==> config.mk <==
export PLATFORM = sky130hd
export DESIGN_NAME = ifetch_buf_flat
export DESIGN_NICKNAME = d
export VERILOG_FILES = /design/src/rtl/ifetch_buf_if.sv /design/src/rtl/ifetch_buf.sv /design/src/flat_wrapper.sv
export SDC_FILE = /design/constraint.sdc
export NUM_CORES = 1
export LEC_CHECK = 0
export CAP_MARGIN = 25
export CELL_PAD_IN_SITES_DETAIL_PLACEMENT = 0
export CELL_PAD_IN_SITES_GLOBAL_PLACEMENT = 1
export CORE_MARGIN = 2
export CORE_UTILIZATION = 25
export CTS_BUF_LIST = sky130_fd_sc_hd__clkbuf_8
export DETAILED_ROUTE_END_ITERATION = 10
export HOLD_SLACK_MARGIN = 0.15
export PLACE_DENSITY = 0.54
export RECOVER_POWER = 100
export SLEW_MARGIN = 25
export SYNTH_ARGS = -nofsm -noshare
export SYNTH_HDL_FRONTEND = slang
export SYNTH_SLANG_ARGS = --single-unit
==> constraint.sdc <==
create_clock -name clk -period 5 [get_ports clk]
set_input_delay 1.25 -clock clk [delete_from_list [all_inputs] [get_ports clk]]
set_output_delay 1.25 -clock clk [all_outputs]
set_load 0.005 [all_outputs]
==> src/rtl/ifetch_buf_if.sv <==
// Fetch-unit bus bundle: icache request/response channel and the DEC delivery channel.
// master = the fetch unit, slave = icache + DEC side.
interface ifetch_buf_if #(
    parameter int XLEN = 32
);
    logic            icache_req_v_o;
    logic            icache_ready_i;
    logic [XLEN-1:0] icache_adr_o;
    logic            icache_rsp_v_i;
    logic [31:0]     icache_instr_i;
    logic            dec_v_o;
    logic            dec_ready_i;
    logic [31:0]     instr_q_o;
    logic [XLEN-1:0] pc_q_o;

    modport master (
        output icache_req_v_o, icache_adr_o, dec_v_o, instr_q_o, pc_q_o,
        input  icache_ready_i, icache_rsp_v_i, icache_instr_i, dec_ready_i
    );

    modport slave (
        input  icache_req_v_o, icache_adr_o, dec_v_o, instr_q_o, pc_q_o,
        output icache_ready_i, icache_rsp_v_i, icache_instr_i, dec_ready_i
    );
endinterface

==> src/rtl/ifetch_buf.sv <==
// Instruction fetch unit with a DEPTH-entry prefetch buffer between a variable-latency,
// in-order icache and DEC; an EXE flush drops buffered and in-flight fetches.

module ifetch_buf_chk (
    input logic clk,
    input logic reset_n,
    input logic rsp_v,
    input logic drop_zero,
    input logic ptr_eq,
    input logic dec_v,
    input logic head_filled
);
    // A kept response needs an outstanding request to land in.
    a_no_orphan_rsp: assert property (@(posedge clk) disable iff (!reset_n)
        !(rsp_v && drop_zero && ptr_eq));

    // Anything offered to DEC must already hold its instruction.
    a_head_filled: assert property (@(posedge clk) disable iff (!reset_n)
        dec_v |-> head_filled);
endmodule

module ifetch_buf #(
    parameter int XLEN   = 32,
    parameter int DEPTH  = 4,
    parameter int PC_INC = 4
) (
    input  logic            clk,
    input  logic            reset_n,
    input  logic [XLEN-1:0] reset_adr_i,
    input  logic            flush_v_q_i,
    input  logic [XLEN-1:0] pc_data_q_i,
    ifetch_buf_if.master    bus
);
    localparam int IDX_W = $clog2(DEPTH);
    localparam int PTR_W = IDX_W + 1;
    typedef logic [PTR_W-1:0] ptr_t;

    ptr_t            alloc_r, fill_r, rd_r, drop_cnt_r;
    logic [XLEN-1:0] fetch_pc_r;
    logic            reset_n_q_r;
    logic [XLEN-1:0] pc_mem_r    [DEPTH];
    logic [31:0]     instr_mem_r [DEPTH];
    logic [DEPTH-1:0] filled_r;

    logic            boot_s, full_s, drop_zero_s, req_v_s, accept_s;
    logic            ptr_eq_s, keep_s, drop_rsp_s, dec_v_s, pop_s;
    logic [XLEN-1:0] adr_s;
    ptr_t            occ_s, pending_s, drop_flush_s;

    assign boot_s      = reset_n & ~reset_n_q_r;
    assign adr_s       = boot_s ? reset_adr_i : fetch_pc_r;
    // Occupancy never exceeds DEPTH, so the MSB alone marks "full".
    assign occ_s       = alloc_r - rd_r;
    assign full_s      = occ_s[PTR_W-1];
    assign drop_zero_s = (drop_cnt_r == '0);
    assign req_v_s     = reset_n & ~flush_v_q_i & ~full_s & drop_zero_s;
    assign accept_s    = req_v_s & bus.icache_ready_i;
    assign ptr_eq_s    = (fill_r == alloc_r);
    assign keep_s      = bus.icache_rsp_v_i & drop_zero_s & ~ptr_eq_s;
    assign drop_rsp_s  = bus.icache_rsp_v_i & ~drop_zero_s;
    assign dec_v_s     = (rd_r != fill_r);
    assign pop_s       = dec_v_s & bus.dec_ready_i & ~flush_v_q_i;
    assign pending_s   = alloc_r - fill_r;
    // Responses still owed after a flush; one consumed this cycle is already accounted for.
    assign drop_flush_s = drop_cnt_r + pending_s - ptr_t'(keep_s | drop_rsp_s);

    assign bus.icache_req_v_o = req_v_s;
    assign bus.icache_adr_o   = adr_s;
    assign bus.dec_v_o        = dec_v_s;
    assign bus.instr_q_o      = instr_mem_r[rd_r[IDX_W-1:0]];
    assign bus.pc_q_o         = pc_mem_r[rd_r[IDX_W-1:0]];

    // Pointers, fetch PC, drop counter and boot tracking.
    always_ff @(posedge clk or negedge reset_n) begin
        if (!reset_n) begin
            alloc_r     <= '0;
            fill_r      <= '0;
            rd_r        <= '0;
            drop_cnt_r  <= '0;
            fetch_pc_r  <= '0;
            reset_n_q_r <= 1'b0;
        end else begin
            reset_n_q_r <= 1'b1;
            if (flush_v_q_i) begin
                alloc_r    <= '0;
                fill_r     <= '0;
                rd_r       <= '0;
                fetch_pc_r <= pc_data_q_i;
                drop_cnt_r <= drop_flush_s;
            end else begin
                if (accept_s) begin
                    alloc_r    <= alloc_r + ptr_t'(1);
                    fetch_pc_r <= adr_s + XLEN'(PC_INC);
                end else if (boot_s) begin
                    fetch_pc_r <= reset_adr_i;
                end else begin
                    fetch_pc_r <= fetch_pc_r;
                end
                if (drop_rsp_s) begin
                    drop_cnt_r <= drop_cnt_r - ptr_t'(1);
                end
                if (keep_s) begin
                    fill_r <= fill_r + ptr_t'(1);
                end
                if (pop_s) begin
                    rd_r <= rd_r + ptr_t'(1);
                end
            end
        end
    end

    // Buffer storage: PC on request accept, instruction on kept response.
    always_ff @(posedge clk or negedge reset_n) begin
        if (!reset_n) begin
            for (int i = 0; i < DEPTH; i++) begin
                pc_mem_r[i]    <= '0;
                instr_mem_r[i] <= '0;
            end
            filled_r <= '0;
        end else begin
            if (accept_s) begin
                pc_mem_r[alloc_r[IDX_W-1:0]] <= adr_s;
                filled_r[alloc_r[IDX_W-1:0]] <= 1'b0;
            end
            if (keep_s && !flush_v_q_i) begin
                instr_mem_r[fill_r[IDX_W-1:0]] <= bus.icache_instr_i;
                filled_r[fill_r[IDX_W-1:0]]    <= 1'b1;
            end
        end
    end

    ifetch_buf_chk u_chk (
        .clk         (clk),
        .reset_n     (reset_n),
        .rsp_v       (bus.icache_rsp_v_i),
        .drop_zero   (drop_zero_s),
        .ptr_eq      (ptr_eq_s),
        .dec_v       (dec_v_s),
        .head_filled (filled_r[rd_r[IDX_W-1:0]])
    );
endmodule

==> src/flat_wrapper.sv <==
// flat-port wrapper written by rule: the top's interface ports become plain ports
module ifetch_buf_flat 
#(
    parameter int XLEN   = 32,
    parameter int DEPTH  = 4,
    parameter int PC_INC = 4
)
  (clk, reset_n, reset_adr_i, flush_v_q_i, pc_data_q_i, bus_icache_req_v_o, bus_icache_adr_o, bus_dec_v_o, bus_instr_q_o, bus_pc_q_o, bus_icache_ready_i, bus_icache_rsp_v_i, bus_icache_instr_i, bus_dec_ready_i);
  ifetch_buf_if #(.XLEN(XLEN)) bus_i ();
  input  logic clk;
  input  logic reset_n;
  input  logic [XLEN-1:0] reset_adr_i;
  input  logic flush_v_q_i;
  input  logic [XLEN-1:0] pc_data_q_i;
  output wire logic [$bits(bus_i.icache_req_v_o)-1:0] bus_icache_req_v_o;
  output wire logic [$bits(bus_i.icache_adr_o)-1:0] bus_icache_adr_o;
  output wire logic [$bits(bus_i.dec_v_o)-1:0] bus_dec_v_o;
  output wire logic [$bits(bus_i.instr_q_o)-1:0] bus_instr_q_o;
  output wire logic [$bits(bus_i.pc_q_o)-1:0] bus_pc_q_o;
  input wire logic [$bits(bus_i.icache_ready_i)-1:0] bus_icache_ready_i;
  input wire logic [$bits(bus_i.icache_rsp_v_i)-1:0] bus_icache_rsp_v_i;
  input wire logic [$bits(bus_i.icache_instr_i)-1:0] bus_icache_instr_i;
  input wire logic [$bits(bus_i.dec_ready_i)-1:0] bus_dec_ready_i;
  assign bus_icache_req_v_o = bus_i.icache_req_v_o;
  assign bus_icache_adr_o = bus_i.icache_adr_o;
  assign bus_dec_v_o = bus_i.dec_v_o;
  assign bus_instr_q_o = bus_i.instr_q_o;
  assign bus_pc_q_o = bus_i.pc_q_o;
  assign bus_i.icache_ready_i = bus_icache_ready_i;
  assign bus_i.icache_rsp_v_i = bus_icache_rsp_v_i;
  assign bus_i.icache_instr_i = bus_icache_instr_i;
  assign bus_i.dec_ready_i = bus_dec_ready_i;
  ifetch_buf #(.XLEN(XLEN), .DEPTH(DEPTH), .PC_INC(PC_INC)) u_core (.clk(clk), .reset_n(reset_n), .reset_adr_i(reset_adr_i), .flush_v_q_i(flush_v_q_i), .pc_data_q_i(pc_data_q_i), .bus(bus_i));
endmodule
; ---- After elaboration in Yosys (flattened, before gate mapping)
; Cells that the tools add are included.
[word_totals]
register_bits = 301
inputBits = 102
output_inout_bits = 98
wordCells = 81
[op_classes]
addsub = 9
magnitude_cmp = 5
eq_ne = 2
muxes = 23
bitwise = 19
n_reduce_logical = 9
[ops]
columns = op, count
row1 = $mux W32, 9
row2 = $bwmux W128, 2
row3 = $bmux W32 S2, 2
row4 = $demux W32 S2, 2
row5 = $add A32 B3 Y32 const B, 1
row6 = $mux W3, 8
row7 = $and A1 B1 Y1, 10
row8 = $add A3 B1 Y3 const B, 3
row9 = $ge A3 B3 Y1 const B, 3
row10 = $not A2 Y3, 3
row11 = $sub A3 B3 Y3, 3
row12 = $reduce_bool A2 Y1, 4
row13 = $lt A3 B1 Y1 const B, 2
row14 = $not A1 Y1, 5
row15 = $add A3 B3 Y3, 1
row16 = $eq A3 B3 Y1, 1
row17 = $logic_and A1 B1 Y1, 3
row18 = $logic_not A3 Y1, 1
row19 = $ne A3 B3 Y1, 1
row20 = $sub A3 B1 Y3 const B, 1
row21 = $logic_not A1 Y1, 1
row22 = $or A1 B1 Y1, 1

; ---- Logic depth before layout (Yosys ltp)
[depth]
ltp_word = 7
ltp_mapped = 15
mapped_depth_nobuf = 15

; ---- Worst setup path after synthesis
; No wires, ideal clock.
[synth_timing]
path_kind = input to output
from = input port reset_n
to = output port bus_icache_adr_o[14]
t_arrival_ns = 2.743
required_ns = 3.750
setup_slack_ns = 1.007
cell_stages = 8
path_buffers = 5
path_cell_list = nand2b_1 buf_6 buf_6 buf_4 buf_2 buf_2 mux2i_1 inv_1
[synth_via]
elab_chain_len = 2
[synth_lines]
columns = item, line_no
row1 = "start, declared", flat_wrapper.sv:11  ; input logic reset_n;
row2 = $and A1 B1 Y1, ifetch_buf.sv:50  ; assign boot_s = reset_n & ~reset_n_q_r;
row3 = $mux W32, ifetch_buf.sv:51  ; assign adr_s = boot_s ? reset_adr_i : fetch_pc_r;
row4 = "end, declared", flat_wrapper.sv:16  ; output wire logic [$bits(bus_i.icache_adr_o)-1:0] bus_icache_adr_o;
; No other way between the ends.

; ---- Final worst setup path
[layout_timing]
from = input port reset_n
to = output port bus_icache_adr_o[26]
; Same word-level chain as after synthesis.

==> flow_metrics.tcl <==
set metrics [dict create \
    placed_area_mm2 0.01708 \
    outcome "finished with violations" \
    gp_congestion 0.7769 \
    die_w_um 241.4 \
    drive_above_1_share_pct 21.83 \
    synth_cell_types 46 \
    tightest_slew_ps 3383 \
    root_buffer "clkbuf_8" \
    vias 9687 \
    period_needed_ps 4621 \
    setup_viol 0 \
    setup_ws_ps 378.7 \
    end_kind "primary output" \
    rows 87 \
    ys_ff_latch 301 \
    synth.cell_area_mm2 0.01409 \
    critPathSlowestCell "dlygate4sd3_1" \
    die-area_mm2 0.05828 \
    min_path_type "primary input to asynchronous set/reset pin" \
    power.density_mw_per_mm2 371.9 \
    final_area_mm2 0.01822 \
    drtIter0Drc 335 \
    grt_pass1_vias 10470 \
    ys.flop_type "dfrtp_1" \
    peakVddDrop_uv 205.6 \
    crit_type "primary input to primary output" \
    synth-warning-count 0 \
    numCtsBuffers 59 \
    post_cts_buffers 0 \
    drt-wirelength-per-cell_um 18.14 \
    cts-resized-gates 0 \
    layout.nets 1508 \
    path_clk_slew_ps 60 \
    final_core_util_pct 32.50 \
    fill_cells 5712 \
    skew_ps 48.06 \
    core_area_mm2 0.05606 \
    clock.fmax_mhz 216.4 \
    htreeDepth 2 \
    holdBufCountCts 0 \
    cp.required_ps 3750 \
    grt_max_degree 117 \
    cts_tree "done" \
    power.leakage_nw 8.414 \
    drtAntennaViolNets 0 \
    antenna_found_initial 3 \
    rsz0062_at_grt "no" \
    dpl.hpwl_mm 26.72 \
    maxSlewViolCount 135 \
    start_util_pct 25.14 \
    synthArstFlopShare_pct 100.0 \
    maxCapViolCount 2 \
    route.detailed.drc 0 \
    r2r_setup_slack_ps 770 \
    slowest_delay_ps 610 \
    syn_area_per_cell_um2 12.15 \
    antenna_cells 0 \
    synth.net_count 1280 \
    r2r_end "u_core.pc_mem_r[27]" \
    yosysSeqAreaShare_pct 53.45 \
    slew_headroom_pct -125.5 \
    drtPass1Iterations 4 \
    clock_latency_ps 650 \
    dpl_worst_slack_ps 653.1 \
    period_share_pct 92.43 \
    path_max_fanout 24 \
    io_buffers 199 \
    ff2ff_path_depth 8 \
    area_delta_synth_final_pct 29.29 \
    syn_inst 1160 \
    pin_count 200 \
    wirelength_mm 39.74 \
    grt_pass1_wl_mm 61.78 \
    ctsLongestPathBuffers 3 \
    track_usage_pct 13.87 \
    worstPathArrival_ps 3370 \
    fin_tns_setup_ps 0 \
    die_h_um 241.4 \
    violations "capacitance limit, slew limit" \
    hold_viol 0 \
    crit_chain "buf_8, nand2b_2, clkbuf_2, mux2i_1, inv_1, dlygate4sd3_1" \
    grt_overflow 0 \
    synth_edf_count 0 \
    rr_startpoint "u_core.rd_r[0]" \
    cp-start-kind "primary input" \
    cts.sinks 301 \
    viasPerCell 4.423 \
    p_total_mw 6.777 \
]
## cell type report
cell class	count	area (µm²)	share of cell area, %
Sequential cell	301	7540	41.38
Timing Repair Buffer	236	2216	12.16
Inverter	42	157.7	0.8653
Tap cell	756	945.9	5.192
Multi-Input combinational cell	748	6056	33.24
Clock buffer	74	1018	5.590
Clock inverter	33	286.5	1.573
## layout by cell type (no fill, tap or decap), types with 4 or more instances in the layout
cell             instances
a21oi_1                  6
a31oi_1                  4
and3_1                   4
buf_4                   12
bufinv_16                5
clkbuf_1                17
clkbuf_2                 7
clkbuf_8                74
clkdlybuf4s50_1        110
clkinv_2                 9
dfrtp_1                299
dlygate4sd3_1           87
fa_1                     4
ha_1                    14
inv_1                   59
mux2_2                 130
mux2i_1                 41
mux4_2                  64
nand2_1                203
nand2b_1                 4
nand3_1                 13
nor2_1                  16
nor3_1                   9
nor4_1                   6
o21ai_0                155
o21ai_1                  5
xnor2_1                 39
xor2_1                   4
## through the flow
stage / std cells / hold WS (ps)
6_report: 2190 / 406.4
5_1_grt: 2190 / 356.5
4_1_cts: 2190 / 338.8
3_5_place_dp: 2083 / 465.1
3_3_place_gp: 2083 / 456.9
2_1_floorplan: 1160 / 444.6
## worst max-delay path: cells and delay by family
kind | cells | cell delay [ps]
buffers and inverters | 4 | 1510
multiplexers | 1 | 470
AND/OR/NAND/NOR | 1 | 110
## how the worst max path moves through the flow
| stage | from | to | slack [ps] |
|---|---|---|---|
| floorplan | reset_n | bus_icache_adr_o[14] | 1010 |
| global placement | bus_icache_rsp_v_i | u_core.drop_cnt_r[2] | 610 |
| detailed placement | bus_icache_rsp_v_i | u_core.drop_cnt_r[2] | 650 |
| CTS | u_core.rd_r[0] | bus_instr_q_o[11] | 580 |
| global route | reset_n | bus_icache_adr_o[26] | 270 |
| finish | reset_n | bus_icache_adr_o[26] | 380 |
## flip-flops by register name, indices dropped and copies added (netlist names)
| signal | count |
|---|---|
| u_core.alloc_r | 3 |
| u_core.drop_cnt_r | 3 |
| u_core.fetch_pc_r | 32 |
| u_core.fill_r | 3 |
| u_core.instr_mem_r | 128 |
| u_core.pc_mem_r | 128 |
| u_core.rd_r | 3 |
| u_core.reset_n_q_r | 1 |
## Yosys cell counts (9+ instances only)
| library cell | number | share of area, % |
|---|---|---|
| buf_1 | 21 | 0.56 |
| clkbuf_1 | 40 | 1.1 |
| dfrtp_1 | 301 | 53 |
| ha_1 | 14 | 1.2 |
| inv_1 | 42 | 1.1 |
| mux2_2 | 130 | 10 |
| mux2i_1 | 41 | 2.9 |
| mux4_2 | 64 | 10 |
| nand2_1 | 203 | 5.4 |
| nand3_1 | 13 | 0.46 |
| nor2_1 | 16 | 0.43 |
| nor3_1 | 9 | 0.32 |
| o21ai_0 | 154 | 5.5 |
| xnor2_1 | 39 | 2.4 |
## logic make-up after synthesis
family          synth area share (%)
xor+xnor                       2.672
flops                          53.45
compound gates                 6.481
mux                            23.69
buf+inv                        3.179
simple gates                   8.692
other cells                  0.02661
fa+ha+maj                      1.811
## report_power, final
part	total (mW)	internal (mW)	switching, mW
Clock	2.70	1.59	1.11
Combinational	1.30	0.702	0.597
Sequential	2.77	2.66	0.114
Total	6.78	4.95	1.83
## metal layers
| layer | vias to the layer above | GRT usage [%] | wire length [µm] |
|---|---|---|---|
| met1 | 4849 | 17.83 | 17620 |
| li1 | 4525 | - | - |
| met4 | 6 | 4.658 | 954 |
| met3 | 72 | 4.569 | 2974 |
| met2 | 235 | 21.94 | 18160 |
| met5 | - | 0 | 29 |
Note: power is estimated with default switching activity, not from simulation.
